<file path="src/rtl/mem_access_stage.sv">
// Memory-access pipeline stage: issues data-memory loads/stores, formats store
// lanes, extends load data and registers results into the MEM/WB register.
module mem_access_stage #(
  parameter int unsigned ADDR_WIDTH = 64,
  parameter int unsigned DATA_WIDTH = 64,
  parameter int unsigned REG_ADDR_W = 5
) (
  input  logic                  i_clk,
  input  logic                  i_arst,
  input  logic [ADDR_WIDTH-1:0] i_alu_result,
  input  logic [DATA_WIDTH-1:0] i_write_data,
  input  logic                  i_mem_we,
  input  logic                  i_load_instr,
  input  logic [2:0]            i_func3,
  input  logic                  i_reg_we,
  input  logic [2:0]            i_result_src,
  input  logic [REG_ADDR_W-1:0] i_rd_addr,
  input  logic [ADDR_WIDTH-1:0] i_pc_plus4,
  input  logic [ADDR_WIDTH-1:0] i_pc_target,
  input  logic [DATA_WIDTH-1:0] i_imm_ext,
  output logic                  o_mem_req_valid,
  input  logic                  i_mem_req_ready,
  output logic [ADDR_WIDTH-1:0] o_mem_addr,
  output logic                  o_mem_we,
  output logic [DATA_WIDTH-1:0] o_mem_wdata,
  output logic [7:0]            o_mem_wstrb,
  input  logic                  i_mem_rsp_valid,
  input  logic [DATA_WIDTH-1:0] i_mem_rdata,
  output logic                  o_stall,
  output logic                  o_misaligned,
  output logic [DATA_WIDTH-1:0] o_read_data,
  output logic [ADDR_WIDTH-1:0] o_alu_result,
  output logic [ADDR_WIDTH-1:0] o_pc_plus4,
  output logic [ADDR_WIDTH-1:0] o_pc_target,
  output logic [DATA_WIDTH-1:0] o_imm_ext,
  output logic [2:0]            o_result_src,
  output logic                  o_reg_we,
  output logic [REG_ADDR_W-1:0] o_rd_addr
);

  localparam int unsigned OFF_W  = 3;
  localparam int unsigned STRB_W = 8;

  typedef enum logic [0:0] {
    ST_IDLE     = 1'b0,
    ST_WAIT_RSP = 1'b1
  } state_e;

  state_e state_q, state_d;

  logic [OFF_W-1:0]      off;
  logic                  mem_op, is_store, is_load;
  logic                  align_err, illegal, mis_c;
  logic                  req_valid_c, done_c, stall_c;
  logic [STRB_W-1:0]     strb_base;
  logic [DATA_WIDTH-1:0] load_word, load_ext;

  logic [ADDR_WIDTH-1:0] alu_q, pc4_q, pct_q;
  logic [DATA_WIDTH-1:0] imm_q, rdata_q;
  logic [2:0]            rsrc_q;
  logic                  reg_we_q, mis_q;
  logic [REG_ADDR_W-1:0] rd_q;

  assign off      = i_alu_result[OFF_W-1:0];
  assign mem_op   = i_load_instr | i_mem_we;
  assign is_store = i_mem_we;
  assign is_load  = i_load_instr & ~i_mem_we;

  // Alignment and illegal-encoding detection for the current access
  always_comb begin
    align_err = 1'b0;
    case (i_func3[1:0])
      2'd0:    align_err = 1'b0;
      2'd1:    align_err = off[0];
      2'd2:    align_err = |off[1:0];
      default: align_err = |off;
    endcase
    illegal = (is_load & (i_func3 == 3'd7)) | (is_store & i_func3[2]);
    mis_c   = mem_op & (align_err | illegal);
  end

  // Store data lane shift and byte strobes; zero when not storing
  always_comb begin
    strb_base   = 8'h00;
    o_mem_wdata = '0;
    o_mem_wstrb = 8'h00;
    case (i_func3[1:0])
      2'd0:    strb_base = 8'h01;
      2'd1:    strb_base = 8'h03;
      2'd2:    strb_base = 8'h0F;
      default: strb_base = 8'hFF;
    endcase
    if (is_store) begin
      o_mem_wdata = i_write_data << {off, 3'b000};
      o_mem_wstrb = strb_base << off;
    end
  end

  // Load byte-lane extraction with sign/zero extension
  always_comb begin
    load_ext  = '0;
    load_word = i_mem_rdata >> {off, 3'b000};
    case (i_func3)
      3'd0:    load_ext = {{(DATA_WIDTH-8){load_word[7]}},   load_word[7:0]};
      3'd1:    load_ext = {{(DATA_WIDTH-16){load_word[15]}}, load_word[15:0]};
      3'd2:    load_ext = {{(DATA_WIDTH-32){load_word[31]}}, load_word[31:0]};
      3'd3:    load_ext = load_word;
      3'd4:    load_ext = {{(DATA_WIDTH-8){1'b0}},  load_word[7:0]};
      3'd5:    load_ext = {{(DATA_WIDTH-16){1'b0}}, load_word[15:0]};
      3'd6:    load_ext = {{(DATA_WIDTH-32){1'b0}}, load_word[31:0]};
      default: load_ext = '0;
    endcase
  end

  // Request/response FSM: next state, request valid and completion
  always_comb begin
    state_d     = state_q;
    req_valid_c = 1'b0;
    done_c      = 1'b0;
    case (state_q)
      ST_IDLE: begin
        if (mem_op && !mis_c) begin
          req_valid_c = 1'b1;
          if (i_mem_req_ready) begin
            if (is_store) done_c  = 1'b1;
            else          state_d = ST_WAIT_RSP;
          end
        end
      end
      ST_WAIT_RSP: begin
        if (i_mem_rsp_valid) begin
          done_c  = 1'b1;
          state_d = ST_IDLE;
        end
      end
      default: state_d = ST_IDLE;
    endcase
  end

  assign stall_c = mem_op & ~mis_c & ~done_c;

  // FSM state and MEM/WB pipeline register; bubbles inserted while stalled
  always_ff @(posedge i_clk) begin
    if (i_arst) begin
      state_q  <= ST_IDLE;
      alu_q    <= '0;
      pc4_q    <= '0;
      pct_q    <= '0;
      imm_q    <= '0;
      rsrc_q   <= '0;
      reg_we_q <= 1'b0;
      rd_q     <= '0;
      rdata_q  <= '0;
      mis_q    <= 1'b0;
    end else begin
      state_q <= state_d;
      mis_q   <= mis_c;
      if (!stall_c) begin
        alu_q    <= i_alu_result;
        pc4_q    <= i_pc_plus4;
        pct_q    <= i_pc_target;
        imm_q    <= i_imm_ext;
        rsrc_q   <= i_result_src;
        reg_we_q <= i_reg_we & ~mis_c;
        rd_q     <= i_rd_addr;
        rdata_q  <= (is_load && !mis_c) ? load_ext : '0;
      end else begin
        reg_we_q <= 1'b0;
      end
    end
  end

  assign o_mem_req_valid = req_valid_c;
  assign o_mem_addr      = i_alu_result;
  assign o_mem_we        = i_mem_we;
  assign o_stall         = stall_c;
  assign o_misaligned    = mis_q;
  assign o_read_data     = rdata_q;
  assign o_alu_result    = alu_q;
  assign o_pc_plus4      = pc4_q;
  assign o_pc_target     = pct_q;
  assign o_imm_ext       = imm_q;
  assign o_result_src    = rsrc_q;
  assign o_reg_we        = reg_we_q;
  assign o_rd_addr       = rd_q;

endmodule
</file>
<file path="config.mk">
export PLATFORM = sky130hd
export DESIGN_NAME = mem_access_stage
export DESIGN_NICKNAME = d
export VERILOG_FILES = /design/src/rtl/mem_access_stage.sv
export SDC_FILE = /design/constraint.sdc
export NUM_CORES = 1
export LEC_CHECK = 0
export ABC_CLOCK_PERIOD_IN_PS = 4100
export CAP_MARGIN = 20
export CELL_PAD_IN_SITES_DETAIL_PLACEMENT = 0
export CELL_PAD_IN_SITES_GLOBAL_PLACEMENT = 1
export CORE_AREA = 4 4 339 341
export DETAILED_ROUTE_END_ITERATION = 16
export DIE_AREA = 0 0 343 345
export PLACE_DENSITY = 0.5
export SKIP_CTS_REPAIR_TIMING = 1
export SLEW_MARGIN = 20
export SYNTH_ARGS = -nofsm -noshare
export SYNTH_HDL_FRONTEND = slang
export SYNTH_SLANG_ARGS = --single-unit
export TNS_END_PERCENT = 100
</file>
<file path="constraint.sdc">
create_clock -name i_clk -period 4.1 [get_ports i_clk]
set_clock_uncertainty 0.05 [all_clocks]
set_input_delay 0.41 -clock i_clk [delete_from_list [all_inputs] [get_ports i_clk]]
set_output_delay 0.41 -clock i_clk [all_outputs]
set_load 0.01 [all_outputs]
</file>
# Word-level counts from Yosys, hierarchy flattened
# Index checks and enable logic that the tools add are counted.
[totals]
register_bits = 331
latch_bits = 0
ramBits = 0
rom_bits = 0
input_bits = 402
out_inout_bits = 469
wordCells = 62
memories = 0
[op_classes]
add_sub_neg = 0
multipliers = 0
div = 0
magnitude_cmp = 0
n_eq_ne = 9
n_shift = 3
mux = 18
n_bitwise = 14
n_reduce_logical = 8
[op_table]
columns = ["cell", "count"]
rows = [
  ["$pmux W64 S7", 1],
  ["$mux W64", 2],
  ["$shl A64 B6 Y64", 1],
  ["$shr A64 B6 Y64", 1],
  ["$pmux W8 S3", 1],
  ["$eq A3 B3 Y1 const B", 4],
  ["$mux W1", 10],
  ["$mux W8", 1],
  ["$shl A8 B3 Y8", 1],
  ["$and A1 B1 Y1", 7],
  ["$eq A3 B2 Y1 const B", 2],
  ["$not A1 Y1", 4],
  ["$pmux W1 S2", 2],
  ["$reduce_or A2 Y1", 2],
  ["$eq A3 B1 Y1 const B", 1],
  ["$logic_not A3 Y1", 1],
  ["$or A1 B1 Y1", 3],
  ["$pmux W1 S3", 1],
  ["$reduce_or A3 Y1", 1],
  ["$eq A2 B1 Y1 const B", 1],
  ["$eq A2 B2 Y1 const B", 1],
  ["$logic_and A1 B1 Y1", 2],
  ["$logic_not A2 Y1", 1],
  ["$logic_not A1 Y1", 1],
]

# Depth between registers and ports, before layout
# Gate-level depths: netlist of run 1.
[depth]
word_depth = 13
mapped_depth = 10
mapped_depth_nobuf = 6

# Least setup slack after synthesis of run 1
# OpenSTA, ideal clock, no wires.
[synth_path]
path_type = "input port to output port"
startpoint = "in i_alu_result[1]"
endpoint = "out o_mem_wdata[32]"
arrival_ps = 2155
required_ps = 3640
setup_slack_ps = 1485
path_stages = 7
n_path_buf = 5
cell_sequence = "buf_4 > clkbuf_1 > buf_2 > buf_2 > buf_1 > mux4_2 > a22o_1"
[synth_via]
elab_chain_len = 2
[synth_rtl]
columns = ["element", "line", "source"]
rows = [
  ["start, declared", "10", "input logic [ADDR_WIDTH-1:0] i_alu_result,"],
  ["$shl A64 B6 Y64", "94", "o_mem_wdata = i_write_data << {off, 3'b000};"],
  ["$mux W64", "93", "if (is_store) begin"],
  ["end, declared", "25", "output logic [DATA_WIDTH-1:0] o_mem_wdata,"],
]
# No other way between the ends.

# Final worst setup path of run 1
[layout_path]
startpoint = "in i_func3[0]"
endpoint = "out o_stall"
[layout_via]
elab_chain_len = 11
[layout_rtl]
columns = ["element", "line", "source"]
rows = [
  ["start, declared", "14", "input logic [2:0] i_func3,"],
  ["$eq A3 B3 Y1", "78", "illegal = (is_load & (i_func3 == 3'd7)) | (is_store & i_func3[2]);"],
  ["$and A1 B1 Y1", "78", ""],
  ["$or A1 B1 Y1", "78", ""],
  ["$or A1 B1 Y1 *", "79", "mis_c = mem_op & (align_err | illegal);"],
  ["$and A1 B1 Y1 *", "79", ""],
  ["$logic_not A1 Y1", "122", "if (mem_op && !mis_c) begin"],
  ["$logic_and A1 B1 Y1", "122", ""],
  ["$mux W1", "122", ""],
  ["$pmux W1 S2", "120", "case (state_q)"],
  ["$not A1 Y1", "140", "assign stall_c = mem_op & ~mis_c & ~done_c;"],
  ["$and A1 B1 Y1 *", "140", ""],
  ["end, declared", "29", "output logic o_stall,"],
]
# Mark *: on every way between the ends. The rest lies on a longest branch, timed or not.

==> flow_metrics.tcl, run 1 <==
set metrics [dict create \
    outcome "completed" \
    yosys.cell_types.count 49 \
    clk_path_buf_depth 3 \
    cts_tree "yes" \
    fin_crit_ns 3.42 \
    syn_to_final_growth_pct 69.0 \
    required_ns 3.64 \
    cp_cell_sequence "clkdlybuf4s50_1 > a21oi_1 > o22a_1 > nand2b_4 > inv_8 > clkdlybuf4s50_1" \
    ys.flop_type "dfxtp_1" \
    numCtsBuffers 46 \
    start_util_pct 14.7 \
    finalHoldWorstSlack_ns 0.0785 \
    drtAntennaViolNets 0 \
    grt_max_degree 195 \
    yosysSeqAreaShare_pct 40.4 \
    worst_pin_slew_ns 1.29 \
    crit_fanout 41 \
    cts_sinks 331 \
    rsz0062_at_grt "false" \
    synth_top_family_by_area "simple AND/OR/NAND/NOR gates" \
    slew_headroom_pct 13.8 \
    grt_pass1_vias 17245 \
    rows 123 \
    coreArea_um2 112000 \
    cap_violations 0 \
    syn_avg_cell_area_um2 8.20 \
    ctsHtreeMaxLevel 2 \
    place_area_um2 26200 \
    fin_area_um2 27700 \
    place_hpwl_um 72200 \
    die_w_um 343 \
    async_flop_share_pct 0 \
    final_max_slew_viol_count 0 \
    timing.critical_path.mode_cell "clkdlybuf4s50_1" \
    grtUsageTotal_pct 15.2 \
    gr-usage-met3_pct 5.81 \
    cts.clk_slew.worst_paths_ns 0.05 \
    syn_area_um2 16400 \
    finalSetupTns_ns 0 \
    final_util_pct 24.8 \
    peakVddDrop_v 0.000269 \
    ioPinCount 871 \
    max_stage_delay_ns 0.71 \
    slowest_stage "clkdlybuf4s50_1" \
    wire_per_inst_um 22.3 \
    gr-total-overflow 0 \
    drt_pass1_iterations 5 \
    syn_inst 2002 \
    io_buffers 870 \
    yosys_warnings 0 \
    via_count 17330 \
    cp.arrival_ns 2.96 \
    fp.dieH_um 345 \
    critPathLaunchType "input pin" \
    cts_root_buf "clkbuf_16" \
    hp-class "input pin to register" \
    fmax_ghz 0.292 \
    layout.nets 3119 \
    fin_crit_sh_pct 83.5 \
    hold_viol_final 0 \
    synthMuxAreaShare_pct 14.1 \
    cp_num_buf_inv 3 \
    grt-busiest-layer "met2" \
    synth-simple-area-share_pct 19.4 \
    synth-seq-cells 331 \
    synthAdderAreaFrac_pct 0 \
    drt_iter0_drc 1006 \
    drive_above_1_share_pct 8.98 \
    route.detailed.drc 0 \
    synth_compound_area_share_pct 18.6 \
    synth_nets 2404 \
    grt_pass1_wl_um 132000 \
    setup-violations-final 0 \
    antenna_found_initial 16 \
    grtUsageMet1_pct 18.3 \
    final_common_cell "clkdlybuf4s50_1" \
    end_kind "primary output" \
    rrSetupSlack_ns 1.81 \
    wirelength_um 95100 \
    leakagePower_uw 0.0101 \
    crit_type "input pin to primary output" \
    cp_top_family "buffers and inverters" \
    die-area_um2 118000 \
    p_per_area_nw_per_um2 357 \
    use_met2_pct 24.9 \
    fill_cells 12314 \
    synth_xor_area_share_pct 0 \
    clk_latency_ns 0.60 \
    power_uw 9890 \
    synth_edf_count 0 \
    layout_common_cells "866 x clkdlybuf4s50_1, 614 x nand2_1, 331 x dfxtp_1, 316 x a21oi_1, 74 x mux2i_1" \
    place_congestion 0.838 \
    viasPerCell 4.07 \
]
layout make-up:
class                   count  area [um2]  area share [%]
repair buffers            906        9070            32.7
multi-input cells        1429        8580            30.9
flip-flops and latches    331        6630            23.9
well taps                1500        1880            6.77
clock buffers              64        1300            4.68
clock inverters            18         246           0.889
diodes                     10        25.0          0.0902
inverters                   3        18.8          0.0677
cells by family after synthesis:
family          count (synthesis)
flops                         331
buf+inv                       242
mux                           167
compound gates                492
simple gates                  770
stage by stage:
step,std cells,setup WS (ns)
2_1_floorplan,2002,1.48
5_1_grt,4261,0.519
3_3_place_gp,4169,0.664
3_5_place_dp,4169,0.658
6_report,4261,0.676
4_1_cts,4251,0.669
final timing paths:
kind | startpoint | to | cells past startpoint
min reg2reg | o_rd_addr[4]$_SDFFE_PP0N_ | o_rd_addr[4]$_SDFFE_PP0N_ | 2
max reg2reg | state_q$_SDFF_PP0_ | o_read_data[36]$_SDFFE_PP0N_ | 7
max | i_func3[0] | o_stall | 6
min | i_arst | o_imm_ext[22]$_SDFFE_PP0N_ | 2
where the power goes:
| part | internal (uW) | switching (uW) |
|---|---|---|
| sequential | 3410 | 102 |
| combinational | 1130 | 1120 |
| clock | 2430 | 1690 |
| total | 6970 | 2910 |
synth_stat cells (7+ instances only):
| cell type | count | area [um2] |
|---|---|---|
| buf_1 | 13 | 48.8 |
| nand2b_1 | 13 | 81.3 |
| a22o_1 | 7 | 61.3 |
| o22ai_1 | 9 | 56.3 |
| and2_1 | 21 | 131 |
| mux2i_1 | 74 | 741 |
| a211oi_1 | 11 | 82.6 |
| nor2_1 | 56 | 210 |
| dfxtp_1 | 331 | 6630 |
| clkbuf_1 | 119 | 447 |
| buf_2 | 37 | 185 |
| o31ai_1 | 7 | 52.6 |
| buf_4 | 66 | 495 |
| mux2_2 | 47 | 529 |
| and3_1 | 9 | 56.3 |
| nor2b_1 | 29 | 181 |
| nand2_1 | 614 | 2300 |
| a21oi_1 | 316 | 1580 |
| mux4_2 | 46 | 1040 |
| and3b_1 | 7 | 61.3 |
| o21ai_0 | 36 | 180 |
| a221oi_2 | 30 | 450 |
| a22oi_1 | 63 | 473 |
state kept, by name, summed over array words and instances (netlist names):
name and cells:
o_result_src 3, o_imm_ext 64, o_misaligned 1, o_reg_we 1, o_read_data 64, o_rd_addr 5
o_alu_result 64, o_pc_target 64, state_q 1, o_pc_plus4 64
layer usage:
layer	routed length, um	vias to the layer above
met5	48	-
met4	2530	8
met3	8700	103
met2	44500	612
met1	39300	8338
li1	-	8269
Note: power is estimated with default switching activity, not from simulation.
==> run 2, diff against run 1 <==
Settings changed: ABC_CLOCK_PERIOD_IN_PS 4100 to 3000, CORE_AREA 4 4 339 341 to 4 4 340 342, DIE_AREA 0 0 343 345 to 0 0 344 346, PLACE_DENSITY 0.5 to 0.52.
Clock period 4.1 ns to 3 ns, I/O delays scaled along.
==> run 2 against run 1 <==
  * Routed wire length decreased by 1.2%
  * Core utilization increased by 0.30 points
  * Final cell count increased by 1.2%
  * Power increased by 35%
  * Worst hold slack improved by 0.11 ns
  * Register-to-register slack got worse by 0.92 ns
  * Clock power increased by 31%
  * Combinational power increased by 41%
  * Non-clock buffer count increased by 53
  * Critical endpoint unchanged
  * Largest power group unchanged
==> flow_metrics.tcl, run 2 (synthesis gave the netlist of run 1 again) <==
set metrics [dict create \
    drt_iter0_drc 896 \
    final_util_pct 25.1 \
    p_int_uw 9450 \
    grt_pass1_wl_um 131000 \
    rows 123 \
    worst_pin_slew_ns 0.891 \
    cp.arrival_ns 2.48 \
    fin_crit_sh_pct 94.2 \
    met3WireLength_um 8360 \
    wl_met2_um 44400 \
    drive_above_1_share_pct 10.5 \
    numCtsBuffers 45 \
    die-area_um2 119000 \
    fmax_ghz 0.354 \
    wl_met1_um 38200 \
    crit_type "input pin to primary output" \
    end_kind "primary output" \
    route.detailed.drc 0 \
    switching_share_pct 29.4 \
    start_util_pct 14.6 \
    fp.dieH_um 346 \
    antenna_found_initial 11 \
    viasPerCell 4.08 \
    hold_viol_final 0 \
    critPathLaunchType "input pin" \
    reg2reg_depth 7 \
    finalWorstSetupSlack_ns 0.173 \
    cts_sinks 331 \
    highest_layer "met5" \
    cts_root_buf "clkbuf_16" \
    fill_cells 12273 \
    drtAntennaViolNets 0 \
    p_per_area_nw_per_um2 475 \
    cts.clk_slew.worst_paths_ns 0.06 \
    final_common_cell "clkdlybuf4s50_1" \
    layout_common_cells "865 x clkdlybuf4s50_1, 614 x nand2_1, 331 x dfxtp_1, 316 x a21oi_1, 74 x mux2i_1" \
    fin_crit_ns 2.83 \
    gr-total-overflow 0 \
    switchingPower_uw 3940 \
    clk_latency_ns 0.60 \
    power_uw 13400 \
    coreArea_um2 112000 \
    required_ns 2.65 \
    p_comb_share_pct 23.7 \
    setup-violations-final 0 \
    placedCellCount 4221 \
    crit_fanout 9 \
    p_clk_share_pct 40.4 \
    place_congestion 0.870 \
    wire_per_inst_um 21.8 \
    leakagePower_uw 0.0103 \
    drt_pass1_iterations 5 \
    die_w_um 344 \
    finalSetupTns_ns 0 \
    grt_pass1_vias 17426 \
    grtUsageTotal_pct 14.9 \
    via_count 17581 \
    hp-class "input pin to register" \
    outcome "completed" \
    clk_path_buf_depth 3 \
    pre_cts_ws_ns 0.0643 \
    min_path_cells 3 \
    ioPinCount 871 \
    rsz0062_at_grt "false" \
    peakVddDrop_v 0.000345 \
    layout.nets 3171 \
    slew_headroom_pct 40.4 \
    place_hpwl_um 73200 \
    grt_max_degree 129 \
    syn_to_final_growth_pct 71.8 \
    cap_violations 0 \
    layout.cells.non_filler 4312 \
    pwr-share-seq_pct 35.9 \
    cts_tree "yes" \
    wirelength_um 94000 \
    ctsHtreeMaxLevel 2 \
    io_buffers 870 \
    final_max_slew_viol_count 0 \
]
[run 2: cell count changes in the layout (fill, tap and decap cells not counted), moves of 2 or more]
| cell | change |
|---|---|
| buf_12 | +10 |
| buf_4 | +42 |
| clkbuf_1 | +4 |
| clkinv_2 | -2 |
[run 2: power by group through the flow]
stage          logic (uW)  clock network (uW)  registers (uW)
2_1_floorplan        1180                   0            5010
3_3_place_gp         3230                   0            4890
3_5_place_dp         3200                   0            4900
4_1_cts              3220                5660            4810
5_1_grt              3400                5820            4840
6_report             3180                5410            4800
[run 2: critical path, cell delays in order]
cell and delay, ns:
clkdlybuf4s50_1 0.57, a211oi_1 0.37, o22a_1 0.28, nand2b_4 0.11, inv_8 0.11, clkdlybuf4s50_1 0.72
[run 2: path summary, 6_finish.rpt]
check / from / endpoint / slack [ns]
setup / recovery: i_func3[0] / o_stall / 0.17
hold / removal: i_pc_target[3] / o_pc_target[3]$_SDFFE_PP0N_ / 0.19
setup reg to reg: state_q$_SDFF_PP0_ / o_pc_plus4[39]$_SDFFE_PP0N_ / 0.89
hold reg to reg: o_alu_result[50]$_SDFFE_PP0N_ / o_alu_result[50]$_SDFFE_PP0N_ / 0.40
[run 2: area by class of cell]
type	count	area, um2	share of cell area [%]
Timing Repair Buffer	959	9600	34.0
Antenna cell	10	25.0	0.0888
Clock buffer	67	1290	4.57
Tap cell	1500	1880	6.66
Multi-Input combinational cell	1429	8580	30.4
Inverter	3	18.8	0.0666
Sequential cell	331	6630	23.5
Clock inverter	13	175	0.622
[run 2: metrics by stage]
stage                     instance area, um2  hold WS (ns)
after floorplan                        16400         0.390
after global placement                 26700         0.387
after detailed placement               26700         0.392
after CTS                              28100       -0.0821
after global routing                   28200         0.143
final                                  28200         0.192
[run 2: layer usage]
metal  GRT usage (%)  vias to the layer above
met5               0                        -
met4            5.14                        2
met3            5.27                      116
met2            24.6                      674
met1            17.9                     8410
li1                -                     8379
==> run 3, diff against run 2 <==
Settings changed: GPL_TIMING_DRIVEN set to 0.
==> run 3 against run 2 <==
  * The run now ends with negative setup slack left
  * Setup slack lost 0.20 ns
  * Non-clock buffer count grew 151
  * Count of clock-buffer cells in the layout grew 4
  * Final cell count grew 3.5%
  * Cell area grew 2.4%
  * First-iteration DRC count grew 35%
  * Combinational power grew 7.2%
  * Die area is the same
  * Worst hold slack lost 0.0075 ns
  * Via count grew 6.1%
  * Largest cell class unchanged
  * Largest power group unchanged
==> flow_metrics.tcl, run 3 (synthesis gave the netlist of run 1 again) <==
set metrics [dict create \
    final_common_cell "clkdlybuf4s50_1" \
    slew_headroom_pct 31.0 \
    clk_latency_ns 0.61 \
    gr-total-overflow 0 \
    setup-violations-final 4 \
    cts_tree "yes" \
    wirelength_um 112000 \
    syn_to_final_growth_pct 75.9 \
    grtUsageTotal_pct 17.8 \
    fin_crit_sh_pct 101 \
    grt_pass1_vias 18612 \
    cts_root_buf "clkbuf_16" \
    leakagePower_uw 0.0108 \
    pwr-share-seq_pct 34.4 \
    finalWorstSetupSlack_ns -0.0321 \
    switching_share_pct 30.3 \
    slowest_stage "clkdlybuf4s50_1" \
    crit_fanout 10 \
    route.detailed.drc 0 \
    pre_cts_ws_ns -2.02 \
    cp.arrival_ns 2.68 \
    layout_common_cells "858 x clkdlybuf4s50_1, 614 x nand2_1, 331 x dfxtp_1, 314 x a21oi_1, 105 x clkbuf_1" \
    worst_pin_slew_ns 1.03 \
    fin_crit_ns 3.03 \
    critPathLaunchType "input pin" \
    io_buffers 867 \
    drt_pass1_iterations 5 \
    required_ns 2.65 \
    place_congestion 0.910 \
    viasPerCell 4.18 \
    cap_violations 0 \
    max_stage_delay_ns 0.62 \
    final_max_slew_viol_count 0 \
    timing.critical_path.mode_cell "clkbuf_4" \
    drive_above_1_share_pct 12.2 \
    clk_path_buf_depth 3 \
    hold_viol_final 0 \
    die-area_um2 119000 \
    layout.nets 3323 \
    drt_iter0_drc 1211 \
    start_util_pct 14.6 \
    fp.dieH_um 346 \
    grt_pass1_wl_um 152000 \
    switchingPower_uw 4230 \
    numCtsBuffers 46 \
    ioPinCount 871 \
    place_hpwl_um 90000 \
    wire_per_inst_um 25.0 \
    power_uw 14000 \
    grt_max_degree 14 \
    final_util_pct 25.7 \
    finalHoldWorstSlack_ns 0.185 \
    end_kind "primary output" \
    rows 123 \
    violations "negative setup slack" \
    ctsHtreeMaxLevel 2 \
    fmax_ghz 0.330 \
    regArea_um2 6630 \
    multi_input_area_um2 8590 \
    via_count 18647 \
    hp-class "input pin to register" \
    p_clk_share_pct 41.2 \
    cts_sinks 331 \
    cts.clk_slew.worst_paths_ns 0.06 \
    die_w_um 344 \
    peakVddDrop_v 0.000387 \
    rsz0062_at_grt "true" \
    fill_cells 12303 \
    cp_cell_sequence "clkbuf_2 > buf_6 > clkbuf_4 > nor2b_2 > clkbuf_4 > a22oi_1 > nor2b_1 > clkdlybuf4s50_1" \
    p_comb_share_pct 24.4 \
    drtAntennaViolNets 0 \
    p_per_area_nw_per_um2 484 \
    antenna_found_initial 13 \
    p_int_uw 9730 \
    coreArea_um2 112000 \
    outcome "finished with violations" \
    crit_type "input pin to primary output" \
]
## run 3: cell count changes in the layout (fill, tap and decap cells not counted), moves of 7 or more
cell,delta
clkbuf_1,+91
buf_2,+22
buf_6,+19
buf_12,-16
clkbuf_2,+13
clkbuf_8,+8
buf_1,+7
clkdlybuf4s50_1,-7
## run 3: final timing paths
check,start,end,slack (ns),depth (start not counted)
min,i_pc_target[42],o_pc_target[42]$_SDFFE_PP0N_,0.18,3
min reg2reg,o_alu_result[16]$_SDFFE_PP0N_,o_alu_result[16]$_SDFFE_PP0N_,0.40,2
max reg2reg,state_q$_SDFF_PP0_,o_pc_target[41]$_SDFFE_PP0N_,0.27,8
max,i_alu_result[2],o_mem_wdata[41],-0.03,8
## run 3: final cells by class
type	instances	share of cell area (%)
repair buffers	872	30.2
clock inverters	14	0.590
flip-flops and latches	331	23.0
inverters	3	0.0477
diodes	7	0.0607
well taps	1500	6.50
multi-input cells	1429	29.8
clock buffers	71	4.87
plain buffers	238	4.97
## run 3: layer usage
metal / share of wire, % / wire (um) / GRT usage, %
met1: 41 / 45800 / 22.1
met2: 47 / 52400 / 30.0
met3: 9.5 / 10600 / 5.64
met4: 2.7 / 2970 / 4.46
met5: 0.0081 / 9 / 0
## run 3: worst max-delay path, delay by kind of cell
family	cells	cell delay (ns)
buf+inv	5	1.68
simple gates	2	0.54
compound gates	1	0.13
## run 3: power by group through the flow
| stage | sequential [uW] | combinational, uW | clock, uW |
|---|---|---|---|
| floorplan | 5010 | 1180 | 0 |
| global placement | 4890 | 3410 | 0 |
| detailed placement | 4900 | 3390 | 0 |
| CTS | 4810 | 3400 | 5970 |
| global route | 4840 | 3630 | 6130 |
| finish | 4810 | 3410 | 5750 |
## run 3: stage by stage
stage / instances / TNS, ns / area (um2)
2_1_floorplan: 2002 / 0 / 16400
3_5_place_dp: 4369 / -604.45 / 27000
5_1_grt: 4463 / -0.0499 / 28800
4_1_cts: 4454 / -390.84 / 28500
6_report: 4465 / -0.0793 / 28900
3_3_place_gp: 4369 / -650.08 / 27000
